## config.mk

```make
export PLATFORM = sky130hd
export DESIGN_NAME = l_instr_seq
export DESIGN_NICKNAME = d
export VERILOG_FILES = /design/src/rtl/l_instr_seq.sv
export SDC_FILE = /design/constraint.sdc
export NUM_CORES = 1
export LEC_CHECK = 0
export ABC_AREA = 1
export CAP_MARGIN = 20
export CORE_MARGIN = 10
export CORE_UTILIZATION = 40
export DETAILED_ROUTE_END_ITERATION = 12
export PLACE_DENSITY = 0.66
export SYNTH_ARGS = -nofsm -noshare
export SYNTH_HDL_FRONTEND = slang
export SYNTH_SLANG_ARGS = --single-unit
export TNS_END_PERCENT = 100
```

## constraint.sdc

```tcl
create_clock -name clk -period 2.6 [get_ports clk]
set_input_delay 0.52 -clock clk [delete_from_list [all_inputs] [get_ports clk]]
set_output_delay 0.52 -clock clk [all_outputs]
set_load 0.005 [all_outputs]
```

## src/rtl/l_instr_seq.sv

```systemverilog
// +--------------------------------------------------------------------------+
// | l_instr_seq : handshaked logic unit, 1-cycle bitwise ops, iterative       |
// | shifts/rotates (one bit per clock), result held until consumed. Rev 1.0   |
// +--------------------------------------------------------------------------+
`default_nettype none

module l_instr_seq #(
  parameter int WIDTH = 4,
  parameter int CNT_W = $clog2(WIDTH + 1)
) (
  input  logic                 clk,
  input  logic                 rst_n,
  input  logic                 in_valid,
  output logic                 in_ready,
  input  logic [3:0]           sel,
  input  logic [WIDTH-1:0]     op1,
  input  logic [WIDTH-1:0]     op2,
  output logic                 out_valid,
  input  logic                 out_ready,
  output logic [2*WIDTH-1:0]   l_out,
  output logic                 zero,
  output logic                 err
);

  localparam logic [1:0] ST_IDLE = 2'd0;
  localparam logic [1:0] ST_EXEC = 2'd1;
  localparam logic [1:0] ST_HOLD = 2'd2;

  localparam logic [3:0] OP_AND  = 4'b0000;
  localparam logic [3:0] OP_OR   = 4'b0001;
  localparam logic [3:0] OP_XOR  = 4'b0010;
  localparam logic [3:0] OP_NOT  = 4'b0011;
  localparam logic [3:0] OP_NAND = 4'b0100;
  localparam logic [3:0] OP_NOR  = 4'b0101;
  localparam logic [3:0] OP_XNOR = 4'b0110;
  localparam logic [3:0] OP_SRL  = 4'b0111;
  localparam logic [3:0] OP_SLL  = 4'b1000;
  localparam logic [3:0] OP_SRA  = 4'b1001;
  localparam logic [3:0] OP_ROL  = 4'b1010;
  localparam logic [3:0] OP_ROR  = 4'b1011;

  logic [1:0]       state_q, state_d;
  logic [3:0]       sel_q, sel_d;
  logic [WIDTH-1:0] work_q, work_d;
  logic [CNT_W-1:0] cnt_q, cnt_d;
  logic [WIDTH-1:0] res_q, res_d;
  logic             zero_q, zero_d;
  logic             err_q, err_d;

  logic [WIDTH-1:0] bit_res;
  logic             bit_undef;
  logic             is_shift;
  logic [31:0]      op2_ext;
  logic [31:0]      amt;
  logic [WIDTH-1:0] step_res;

  // Single-cycle bitwise result straight from the command inputs.
  always_comb begin
    bit_res   = '0;
    bit_undef = 1'b0;
    case (sel)
      OP_AND:  bit_res = op1 & op2;
      OP_OR:   bit_res = op1 | op2;
      OP_XOR:  bit_res = op1 ^ op2;
      OP_NOT:  bit_res = ~op1;
      OP_NAND: bit_res = ~(op1 & op2);
      OP_NOR:  bit_res = ~(op1 | op2);
      OP_XNOR: bit_res = ~(op1 ^ op2);
      OP_SRL, OP_SLL, OP_SRA, OP_ROL, OP_ROR: bit_res = '0;
      default: bit_undef = 1'b1;
    endcase
  end

  // Shifts saturate at WIDTH; rotates wrap modulo WIDTH.
  always_comb begin
    is_shift = (sel == OP_SRL) || (sel == OP_SLL) || (sel == OP_SRA) ||
               (sel == OP_ROL) || (sel == OP_ROR);
    op2_ext  = 32'(op2);
    if ((sel == OP_ROL) || (sel == OP_ROR)) begin
      amt = op2_ext % 32'(WIDTH);
    end else if (op2_ext >= 32'(WIDTH)) begin
      amt = 32'(WIDTH);
    end else begin
      amt = op2_ext;
    end
  end

  always_comb begin
    step_res = work_q;
    case (sel_q)
      OP_SRL:  step_res = {1'b0, work_q[WIDTH-1:1]};
      OP_SLL:  step_res = {work_q[WIDTH-2:0], 1'b0};
      OP_SRA:  step_res = {work_q[WIDTH-1], work_q[WIDTH-1:1]};
      OP_ROL:  step_res = {work_q[WIDTH-2:0], work_q[WIDTH-1]};
      OP_ROR:  step_res = {work_q[0], work_q[WIDTH-1:1]};
      default: step_res = work_q;
    endcase
  end

  always_comb begin
    state_d = state_q;
    sel_d   = sel_q;
    work_d  = work_q;
    cnt_d   = cnt_q;
    res_d   = res_q;
    zero_d  = zero_q;
    err_d   = err_q;
    case (state_q)
      ST_IDLE: begin
        if (in_valid) begin
          sel_d = sel;
          if (is_shift) begin
            work_d  = op1;
            cnt_d   = CNT_W'(amt);
            state_d = ST_EXEC;
          end else begin
            res_d   = bit_res;
            zero_d  = (bit_res == '0);
            err_d   = bit_undef;
            state_d = ST_HOLD;
          end
        end
      end
      ST_EXEC: begin
        if (cnt_q == '0) begin
          res_d   = work_q;
          zero_d  = (work_q == '0);
          err_d   = 1'b0;
          state_d = ST_HOLD;
        end else begin
          work_d = step_res;
          cnt_d  = cnt_q - CNT_W'(1);
        end
      end
      ST_HOLD: begin
        if (out_ready) begin
          state_d = ST_IDLE;
        end
      end
      default: state_d = ST_IDLE;
    endcase
  end

  always_ff @(posedge clk) begin
    if (!rst_n) begin
      state_q <= ST_IDLE;
      sel_q   <= '0;
      work_q  <= '0;
      cnt_q   <= '0;
      res_q   <= '0;
      zero_q  <= 1'b0;
      err_q   <= 1'b0;
    end else begin
      state_q <= state_d;
      sel_q   <= sel_d;
      work_q  <= work_d;
      cnt_q   <= cnt_d;
      res_q   <= res_d;
      zero_q  <= zero_d;
      err_q   <= err_d;
    end
  end

  assign in_ready  = (state_q == ST_IDLE);
  assign out_valid = (state_q == ST_HOLD);
  assign l_out     = {{WIDTH{1'b0}}, res_q};
  assign zero      = zero_q;
  assign err       = err_q;

endmodule

`default_nettype wire

```

# --- Yosys cells after proc, flatten, opt, wreduce, memory -nomap -nowiden ---
# Cells that the tools add are included.
word_totals:
  reg_bits: 19
  in_bits: 16
  out_inout_bits: 12
  wordCells: 92
classes:
  n_addsub: 1
  order_cmp: 1
  n_eq_ne: 27
  muxes: 30
  n_bitwise: 7
  reduce_logical: 18
op_table:
  columns: ["operator", "n"]
  rows:
  - ["4-bit == test, second input constant", 8]
  - ["4-bit case mux with 7 select lines", 1]
  - ["4-bit two-way mux", 6]
  - ["4-bit by 3-bit == test with 1-bit output, second input constant", 5]
  - ["4-bit case mux with 5 select lines", 1]
  - ["4-bit NOT", 4]
  - ["4-bit case mux with 2 select lines", 2]
  - ["3-bit two-way mux", 5]
  - ["4-bit logical NOT", 3]
  - ["12-bit OR reduction", 1]
  - ["2-bit != test, second input constant", 5]
  - ["4-bit by 2-bit == test with 1-bit output, second input constant", 2]
  - ["2-bit two-way mux", 4]
  - ["4-bit AND reduction", 2]
  - ["1-bit two-way mux", 7]
  - ["6-bit by 1-bit != test with 1-bit output, second input constant", 1]
  - ["2-bit case mux with 3 select lines", 1]
  - ["3-bit case mux with 2 select lines", 1]
  - ["6-bit AND reduction", 1]
  - ["1-bit logical OR", 5]
  - ["5-bit by 1-bit != test with 1-bit output, second input constant", 1]
  - ["5-bit AND reduction", 1]
  - ["4-bit AND", 1]
  - ["4-bit by 1-bit == test with 1-bit output, second input constant", 1]
  - ["other kinds (13)", 15]

# --- Longest topological paths before layout ---
# Gate-level depths: netlist of the first run.
logic_depth:
  word_depth: 8
  depth_mapped: 11
  depth_no_buf: 11

# --- Least setup slack after synthesis of the first run ---
# OpenSTA, ideal clock, no wires.
synth_timing:
  path_kind: "input -> register"
  from: "input sel[2]"
  to: "register zero_q (netlist: zero)"
  setup_time_ps: 117
  t_arrival_ps: 1319
  required_time_ps: 2483
  setup_slack_ps: 1164
  stages: 9
  n_path_buf: 1
  path_cell_list: "nor2_1 buf_4 nand3_1 nand2_1 nor2_1 nand2_1 nor2_1 nand3_1 a21oi_1"
synth_via:
  elab_chain_cells: 7
  elab_cells_between_ends: 23
  classes_between: "12 x eq/ne; 4 x mux; 7 x reduce/logical"
synth_rtl:
  columns: ["item", "line_no", "source"]
  rows:
  - ["start, declared", "15", "input logic [3:0] sel,"]
  - ["parallel branches: the longest is 7 deep, another holds 4-bit case mux with 7 select lines", null, null]
  - ["end signal, assigned", "159", "zero_q <= zero_d;"]
  - ["end, declared", "47", "logic zero_q, zero_d;"]
# Several ways; the timed one is not identified. The select of a mux whose other input is x is not followed.
# A chain may end at the register's enable or synchronous reset.

# --- Worst setup path in the final report of the first run ---
layout_timing:
  from: "input sel[1]"
  to: "register zero_q (netlist: zero)"
# The elaborated chain is that of the path after synthesis.

==> metrics.md, run 1 <==
| Metric | Value |
|---|---|
| CTS clk-pin slew, worst paths | `0.07 ns` |
| Root Buffer | `clkbuf_8` |
| Worst r2r path cells | `7` |
| Clock sink total | `19` |
| Final net count | `285` |
| Reg-to-reg endpoint | `zero` |
| Port bufs | `23` |
| Hold Crit Endpoint | `sel_q[3]` |
| CTS tree | `yes` |
| RSZ-0062 raised after global routing | `false` |
| Design Power | `0.922 mW` |
| Final Cycle Share | `83.7%` |
| Drt drc | `0` |
| CTS Hold Bufs | `0` |
| Critical Path AT | `2.33 ns` |
| Top-area cell type share of the netlist area | `24.9%` |
| Mean routed wirelength per cell | `12.8 microns` |
| CP top delay family | `buffers and inverters` |
| Slew margin rel. | `46.8%` |
| PD cells | `504 mW/mm^2` |
| Most common cell after layout, fill and taps aside | `nand2_1` |
| Outcome | `finished, final reports clean` |
| Tightest Pin Transition | `0.794 ns` |
| Pre-CTS WS | `0.148 ns` |
| Die height | `81.8 microns` |
| H-tree depth | `1` |
| TritonCTS Buffers | `3` |
| CP most frequent cell | `a21oi_2` |
| Library cells used by synthesis | `30` |
| Clk buf depth | `2` |
| Total GRT Usage | `12.1%` |
| Placer Congestion | `0.855` |
| Peak Freq | `459 MHz` |
| Syn Inst Count | `235` |
| Gr ovfl total | `0` |
| # setup viols final | `0` |
| Hold Crit Depth | `2` |
| Hold_sp | `sel_q[3]` |
| # rows | `22` |
| Setup_tns | `0 ns` |
| Die area | `0.00670 sq mm` |
| Die width | `81.8 microns` |
| Setup skew after layout | `0.00284 ns` |
| FILL cells | `391` |
| Final WL | `3.90 mm` |
| First-pass GRT wire length | `6.53 mm` |
| Most frequent cells in the layout | `nand2_1, inv_1, nor2_1, clkdlybuf4s50_1` |
| Fraction of layout cells with a size suffix above 1 | `8.91%` |
| Yosys top cell by area | `dfxtp_1` |
| Worst Hold Class | `flip-flop to flip-flop` |
| Post-DP HPWL | `3.11 mm` |
| Worst Setup Start Kind | `primary input` |
| DR pass1 iterations | `4` |
| Antenna Violating Nets Remaining | `0` |
| Core area | `0.00369 sq mm` |
| Synthesized flop and latch total | `19` |
| Cts repair resizes | `0` |
| Crit path max fanout | `11` |
| Average cell area after synthesis | `6.51 sq um` |
| Routed via count | `1,504` |
| Number of I/O pins | `28` |
| Synthesis-to-layout area growth | `19.6%` |
| Worst Setup End Kind | `flip-flop` |
| Ant diodes | `0` |
| Antenna violations before repair | `0` |
| Worst path buffer plus inverter count | `3` |
| Worst hold slack | `0.478 ns` |
| Via density | `4.92` |
| Vias in the first global route | `1,378` |
| CP cell instances | `clkdlybuf4s50_1 > nand2_1 > inv_2 > a21oi_2 > nand2_2 > a21oi_2 > inv_1 > nor2_1 > a21oi_1` |
| Post-route minimum period | `2.18 ns` |
| Mapped Area | `0.00153 sq mm` |
| Pin count of the biggest net entering global routing | `17` |
| Synth warnings | `0` |
| Slowest cell on the critical path | `clkdlybuf4s50_1` |
| Starting density of the core | `41.5%` |
| Max Cap Viol | `0` |
| Synth area leaders | `dfxtp_1, nand2_1, inv_1` |
| Critical path's largest stage delay | `0.52 ns` |
| Worst setup margin | `0.423 ns` |
| Drt first-iter violations | `54` |
| Critical Path RT | `2.75 ns` |
| Static Leak | `0.841 nW` |
| Max VDD drop | `0.000388 V` |
| Seq/Total Area, Yosys | `24.9%` |
| Reg2reg start | `state_q[0]` |
| Clock latency on the worst-skew pair | `0.26 ns` |
| Hold Vio Cnt, Final | `0` |
| Post-CTS Setup Inserts | `0` |
| Kind of critical path | `primary input to flip-flop` |
| Slew Viols, Final | `0` |
| Reg2reg setup slack | `0.79 ns` |
-- stage by stage --
| stage | instance area (sq um) | instances | utilization [%] |
|---|---|---|---|
| 6_report | 1830 | 306 | 49.6 |
| 5_1_grt | 1830 | 306 | 49.6 |
| 4_1_cts | 1830 | 306 | 49.6 |
| 3_5_place_dp | 1780 | 302 | 48.4 |
| 3_3_place_gp | 1780 | 302 | 48.4 |
| 2_1_floorplan | 1540 | 238 | - |
-- cell usage after synthesis (all sizes together) --
cell	n
dfxtp	19
o31ai	2
nand2	47
conb	1
buf	9
nor4	1
xnor2	1
nor2	34
o22ai	4
ha	10
o21ai	18
a211oi	2
nand3	19
nand3b	6
o211ai	3
nand4	1
inv	37
a21oi	18
nor3	3
-- tightest hold or removal path: cells and delay by family, from the launching register on --
family,cells,cell delay (ns)
AO/OA/AOI/OAI,1,0.06
buffers and inverters,1,0.06
flip-flops,1,0.31
-- kinds of logic (layout without fill, tap and decap cells) --
group,Yosys count,count (layout),synth area share [%]
flip-flops,19,19,24.9
other,1,4,0.245
AND/OR/NAND/NOR,111,111,35.2
buffers and inverters,46,66,13.1
AO/OA/AOI/OAI,47,47,17.8
adder cells (fa/ha/maj),10,10,8.18
XOR/XNOR,1,1,0.573
-- metal layers --
metal	vias to the layer above	part of all wire, %	global-route usage (%)
li1	805	-	-
met1	661	51	16.1
met2	34	42	18.4
met3	4	5.8	4.37
met4	0	1.4	2.55
met5	-	0	0
-- how the worst max path moves through the flow --
stage,start,endpoint,cells after the start
global route,sel[2],res_q[2],8
finish,sel[1],zero,9
detailed placement,sel[1],zero,9
floorplan,sel[2],zero,9
CTS,sel[1],zero,9
global placement,sel[1],zero,9
-- state kept, by name (all words and copies together) (netlist names) --
name     cells
err          1
sel_q        4
state_q      2
work_q       4
cnt_q        3
res_q        4
zero         1
-- power breakdown --
| group | switching [mW] | internal, mW |
|---|---|---|
| Combinational | 0.199 | 0.147 |
| Clock | 0.0988 | 0.109 |
| Sequential | 0.0326 | 0.336 |
-- cell type report --
type                       count  area, sq um  area share, %
multi-input combinational    173          960           52.5
sequential                    19          380           20.8
timing repair buffer          25          245           13.4
inverter                      37          139           7.59
tap                           48         60.1           3.28
clock buffer                   4         45.0           2.46
Power figures use the tool's default switching activity.
==> run 2: changes to the inputs <==
PLACE_DENSITY = 0.68   (was 0.66)
clock period = 1.91 ns   (was 2.6 ns; I/O delays follow)
==> run 2 against run 1 <==
Against the previous run: clock power is 39% higher; global-route usage grew 1.1 points; combinational power rose by 50%; routed wire length increased by 6.4%; sequential power up 37%; core utilization is 4.4 points higher; sequential share of layout area is 1.6 points lower; hold slack lost 0.0046 ns; critical path type is now flip-flop to output port; largest power group is now combinational cells; highest routed layer unchanged.
==> metrics.md, run 2 (same netlist as run 1, synthesis figures left out) <==
| Metric | Value |
|---|---|
| CTS tree | `yes` |
| CP top delay family | `buffers and inverters` |
| Die area | `0.00670 sq mm (unchanged)` |
| Die height | `81.8 microns (unchanged)` |
| Clock latency on the worst-skew pair | `0.26 ns (about the same)` |
| Register area | `382 sq um (+0.33%)` |
| Antenna violations before repair | `0 (unchanged)` |
| Fraction of layout cells with a size suffix above 1 | `16.5% (+7.6 points)` |
| TritonCTS Buffers | `3 (unchanged)` |
| Worst Setup End Kind | `output port` |
| Post-CTS Setup Inserts | `0 (unchanged)` |
| Ant diodes | `0 (unchanged)` |
| Via density | `4.82 (-1.9%)` |
| Drt drc | `0 (unchanged)` |
| Max Cap Viol | `0 (unchanged)` |
| Crit path max fanout | `4 (-7)` |
| Die width | `81.8 microns (unchanged)` |
| Setup skew after layout | `0.00170 ns (-0.00114 ns)` |
| Antenna Violating Nets Remaining | `0 (unchanged)` |
| # rows | `22 (unchanged)` |
| Final WL | `4.15 mm (+6.4%)` |
| DR pass1 iterations | `4 (unchanged)` |
| Routed via count | `1,576 (+4.8%)` |
| Internal power | `0.844 mW (+43%)` |
| CTS clk-pin slew, worst paths | `0.07 ns (about the same)` |
| Pre-CTS WS | `-0.0451 ns (-0.193 ns)` |
| Kind of critical path | `flip-flop to output port` |
| Clock power frac | `22.1% (-0.4 points)` |
| Worst Hold Class | `flip-flop to flip-flop` |
| Mean routed wirelength per cell | `12.7 microns (-0.45%)` |
| RSZ-0062 raised after global routing | `false` |
| Worst setup margin | `0.121 ns (-0.302 ns)` |
| Final Cycle Share | `93.7%` |
| Port bufs | `23 (unchanged)` |
| Critical Path RT | `1.53 ns (-1.22 ns)` |
| Peak Freq | `559 MHz` |
| PD cells | `659 mW/mm^2 (+31%)` |
| Final net count | `306 (+7.4%)` |
| Worst hold slack | `0.473 ns (-0.00462 ns)` |
| Multi-input gate area | `962 sq um (+0.26%)` |
| Slowest cell on the critical path | `clkdlybuf4s50_1` |
| Clk buf depth | `2 (unchanged)` |
| Starting density of the core | `41.5% (unchanged)` |
| FILL cells | `377 (-3.6%)` |
| Final core occ | `54.0% (+4.4 points)` |
| Static Leak | `0.945 nW (+12%)` |
| Number of I/O pins | `28 (unchanged)` |
| Sequential Power Share | `38.3% (-1.6 points)` |
| Core area | `0.00369 sq mm (unchanged)` |
| Slew Viols, Final | `0 (unchanged)` |
| Clock sink total | `19 (unchanged)` |
| Vias in the first global route | `1,526 (+11%)` |
| Total GRT Usage | `13.2% (+1.1 points)` |
| Root Buffer | `clkbuf_8` |
| Pin count of the biggest net entering global routing | `17 (unchanged)` |
| Synthesis-to-layout area growth | `30.2%` |
| # setup viols final | `0 (unchanged)` |
| P_sw | `0.468 mW (+42%)` |
| Worst path buffer plus inverter count | `1 (-2)` |
| Biggest regs | `res_q: 4 flops, sel_q: 4 flops, work_q: 4 flops` |
| Post-DP HPWL | `3.33 mm (+7.0%)` |
| Most frequent cells in the layout | `nand2_1, inv_1, nor2_1, clkdlybuf4s50_1, buf_4` |
| Switch share | `35.7% (-0.17 points)` |
| Drt first-iter violations | `113 (+110%)` |
| CP cell instances | `nor2_2 > clkdlybuf4s50_1` |
| Gate power share | `39.5% (+2.0 points)` |
| Most common cell after layout, fill and taps aside | `nand2_1` |
| Max VDD drop | `0.000420 V (+8.1%)` |
| Gr ovfl total | `0 (unchanged)` |
| Placer Congestion | `0.931 (+9.0%)` |
| Critical path's largest stage delay | `0.55 ns (+0.03 ns)` |
| First-pass GRT wire length | `7.22 mm (+11%)` |
| Worst Setup Start Kind | `flip-flop` |
| Post-route minimum period | `1.79 ns` |
| Critical Path AT | `1.41 ns (-0.92 ns)` |
| Setup_tns | `0 ns (unchanged)` |
| H-tree depth | `1 (unchanged)` |
| Hold Vio Cnt, Final | `0 (unchanged)` |
| Outcome | `finished, final reports clean` |
==> run 2: changes by cell type in the layout (fill, tap and decap cells not counted), sizes merged <==
| cell | previous run | this run |
|---|---|---|
| buf | 2 | 23 |
==> run 2: path summary, 6_finish.rpt <==
check / start / end / cells after the start / slack (ns)
worst max-delay path: state_q[1] / in_ready / 2 / 0.12
worst min-delay path: err / err / 2 / 0.47
worst max register to register: state_q[0] / zero / 7 / 0.37
worst min register to register: err / err / 2 / 0.47
==> run 2: metal layers <==
layer | global-route usage [%] | vias to the layer above | wire, microns
met5 | 0 | - | 0
li1 | - | 842 | -
met4 | 2.55 | 0 | 38
met3 | 3.28 | 5 | 296
met1 | 17.7 | 686 | 1960
met2 | 21.2 | 43 | 1860
==> run 2: timing repair <==
action                     in CTS  in global routing
setup endpoints to repair       0                  2
resized for setup               0                  3
hold buffers                    0                  0
==> run 2: through the flow <==
stage / area (sq um) / cells / power (mW)
after detailed placement: 1940 / 323 / 1.02
final: 1990 / 327 / 1.31
after global routing: 1990 / 327 / 1.42
after CTS: 1990 / 327 / 1.31
after global placement: 1940 / 323 / 1.02
after floorplan: 1540 / 238 / 0.819
==> run 2: worst reg2reg max path, stage by stage (launching register included) <==
cell     delay, ns
dfxtp_1       0.43
inv_2         0.11
nor2_8        0.22
inv_2         0.15
a21oi_2       0.23
buf_4         0.17
o21ai_1       0.06
a21oi_1       0.11
==> run 2: power groups by stage <==
stage | combinational, mW | sequential [mW] | clock [mW]
3_3_place_gp | 0.510 | 0.510 | 0
2_1_floorplan | 0.316 | 0.503 | 0
6_report | 0.519 | 0.503 | 0.290
4_1_cts | 0.519 | 0.502 | 0.293
3_5_place_dp | 0.515 | 0.509 | 0
5_1_grt | 0.591 | 0.511 | 0.317
==> run 2: cell type report <==
cell class              instances  area share, %
clock buffers                   4           2.26
flip-flops and latches         19           19.2
inverters                      37           6.98
well taps                      48           3.02
multi-input cells             173           48.3
repair buffers                 46           20.2
==> run 3: changes to the inputs <==
clock period = 1.5 ns   (was 1.91 ns; I/O delays follow)
==> run 3 against run 2 <==
Against the previous run: global-route usage fell by 0.17 points; combinational power is 35% higher; die area stayed put; critical path type is now flip-flop to flip-flop; largest cell class unchanged; highest routed layer unchanged.
==> metrics.md, run 3 (same netlist as run 1, synthesis figures left out) <==
| Metric | Value |
|---|---|
| Antenna violations before repair | `0 (unchanged)` |
| Worst r2r path cells | `10 (+3)` |
| Reg2reg start | `cnt_q[1]` |
| Clk buf depth | `2 (unchanged)` |
| Most common cell after layout, fill and taps aside | `nand2_1` |
| Post-CTS Setup Inserts | `0 (unchanged)` |
| Drt first-iter violations | `177 (+57%)` |
| RSZ-0062 raised after global routing | `true` |
| First-pass GRT wire length | `7.10 mm (-1.7%)` |
| Post-DP HPWL | `3.31 mm (-0.63%)` |
| FILL cells | `367 (-2.7%)` |
| CTS tree | `yes` |
| Post-route minimum period | `1.43 ns` |
| Fraction of layout cells with a size suffix above 1 | `24.0% (+7.5 points)` |
| Kind of critical path | `flip-flop to flip-flop` |
| Max VDD drop | `0.000599 V (+43%)` |
| Static Leak | `1.02 nW (+7.7%)` |
| Vias in the first global route | `1,504 (-1.4%)` |
| Final Cycle Share | `95.4%` |
| PD cells | `812 mW/mm^2 (+23%)` |
| # setup viols final | `0 (unchanged)` |
| Biggest regs | `res_q: 4 flops, sel_q: 4 flops, work_q: 4 flops` |
| Reg-to-reg endpoint | `zero` |
| Top layer in use | `met4` |
| # rows | `22 (unchanged)` |
| Worst Setup End Kind | `flip-flop` |
| Final WL | `4.17 mm (+0.39%)` |
| Critical Path RT | `1.66 ns (+0.13 ns)` |
| Die width | `81.8 microns (unchanged)` |
| Mean routed wirelength per cell | `12.4 microns (-2.3%)` |
| Starting density of the core | `41.5% (unchanged)` |
| Outcome | `finished, final reports clean` |
| Ant diodes | `0 (unchanged)` |
| Gr ovfl total | `0 (unchanged)` |
| Number of I/O pins | `28 (unchanged)` |
| Pre-CTS WS | `-0.417 ns (-0.372 ns)` |
| Via density | `4.86 (+0.90%)` |
| Clock sink total | `19 (unchanged)` |
| Met3 WL | `302 microns (+2.0%)` |
| Root Buffer | `clkbuf_8` |
| CP endpoint | `zero` |
| Most frequent cells in the layout | `nand2_1, buf_4, inv_1, nor2_1, nand3_1` |
| Reg2reg setup slack | `0.07 ns (-0.30 ns)` |
| WL met1 | `1.96 mm (unchanged)` |
| Max Cap Viol | `0 (unchanged)` |
| Worst Setup Start Kind | `flip-flop` |
| Slew Viols, Final | `0 (unchanged)` |
| DR pass1 iterations | `4 (unchanged)` |
| Worst setup margin | `0.0683 ns (-0.0527 ns)` |
| Routed via count | `1,634 (+3.7%)` |
| Multi-input gate area | `0.00101 sq mm (+5.5%)` |
| Hold Vio Cnt, Final | `0 (unchanged)` |
| Final net count | `315 (+2.9%)` |
| Synthesis-to-layout area growth | `37.7%` |
| Total GRT Usage | `13.1% (-0.17 points)` |
| Placer Congestion | `0.877 (-5.8%)` |
| Met2 WL post-DR | `1.85 mm (-0.32%)` |
| Pin count of the biggest net entering global routing | `14 (-3)` |
| Worst Hold Class | `flip-flop to flip-flop` |
| Die area | `0.00670 sq mm (unchanged)` |
| Critical Path AT | `1.59 ns (+0.18 ns)` |
| TritonCTS Buffers | `3 (unchanged)` |
| Drt drc | `0 (unchanged)` |
| Setup crit start | `cnt_q[1]` |
| Crit path max fanout | `11 (+7)` |
| CTS clk-pin slew, worst paths | `0.08 ns (about the same)` |
| Antenna Violating Nets Remaining | `0 (unchanged)` |
| H-tree depth | `1 (unchanged)` |
| Worst hold slack | `0.475 ns (+0.00213 ns)` |
| Setup skew after layout | `0.00707 ns (+0.00537 ns)` |
| Port bufs | `23 (unchanged)` |
| Clock latency on the worst-skew pair | `0.26 ns (about the same)` |
| Die height | `81.8 microns (unchanged)` |
| Register area | `385 sq um (+0.98%)` |
| Core area | `0.00369 sq mm (unchanged)` |
| Peak Freq | `698 MHz` |
[run 3: cell count changes in the layout (fill, tap and decap cells not counted), sizes merged]
| cell | previous run | this run |
|---|---|---|
| buf | 23 | 32 |
| dlymetal6s2s | 0 | 1 |
| clkbuf | 4 | 3 |
| dlygate4sd2 | 0 | 13 |
| clkdlybuf4s50 | 23 | 9 |
| clkinv | 0 | 1 |
[run 3: what timing repair did]
item                                    4_1_cts  5_1_grt
cloned                                        0        0
pin swaps                                     6        3
endpoints found under the setup margin       14        5
hold buffers                                  0        0
resized for setup                            29        3
[run 3: power by group]
group,internal [mW],switching (mW),total [mW],leakage [nW]
registers,0.584,0.0586,0.643,0.158
clock network,0.185,0.182,0.367,0.0255
logic,0.329,0.371,0.700,0.834
total,1.10,0.612,1.71,1.02
[run 3: layout make-up]
class | count | area share (%)
tap | 48 | 2.85
clock inverter | 1 | 0.238
clock buffer | 3 | 1.96
timing repair buffer | 55 | 21.9
sequential | 19 | 18.3
inverter | 37 | 6.60
multi-input combinational | 173 | 48.2
[run 3: critical path: stages (launching register included)]
cell and delay, ns:
dfxtp_1 0.30, inv_1 0.09, ha_1 0.16, nand2_1 0.06
nand2_2 0.10, o31ai_1 0.09, a21oi_2 0.12, buf_6 0.15
inv_1 0.07, nor2_1 0.11, a21oi_1 0.08
[run 3: routing by layer]
metal | vias to the layer above | track usage (%)
met2 | 54 | 19.7
met5 | - | 0
met3 | 7 | 3.71
met1 | 708 | 18.1
met4 | 0 | 2.55
li1 | 865 | -
[run 3: through the flow]
stage | power (mW) | area (sq um) | std cells | setup TNS (ns) | util [%]
finish | 1.71 | 2110 | 336 | 0 | 57.1
global placement | 1.33 | 2010 | 332 | -4.85 | 54.5
CTS | 1.71 | 2100 | 336 | 0 | 56.9
floorplan | 1.04 | 1540 | 238 | 0 | -
detailed placement | 1.34 | 2010 | 332 | -4.80 | 54.5
global route | 1.84 | 2110 | 336 | -0.0335 | 57.1
[run 3: worst min-delay path by stage]
| stage | from | cells after the start | to | slack, ns |
|---|---|---|---|---|
| floorplan | rst_n | 2 | cnt_q[1] | 0.44 |
| global route | err | 2 | err | 0.50 |
| global placement | sel_q[3] | 2 | sel_q[3] | 0.46 |
| detailed placement | sel_q[3] | 2 | sel_q[3] | 0.46 |
| finish | err | 2 | err | 0.48 |
| CTS | sel_q[3] | 2 | sel_q[3] | 0.47 |
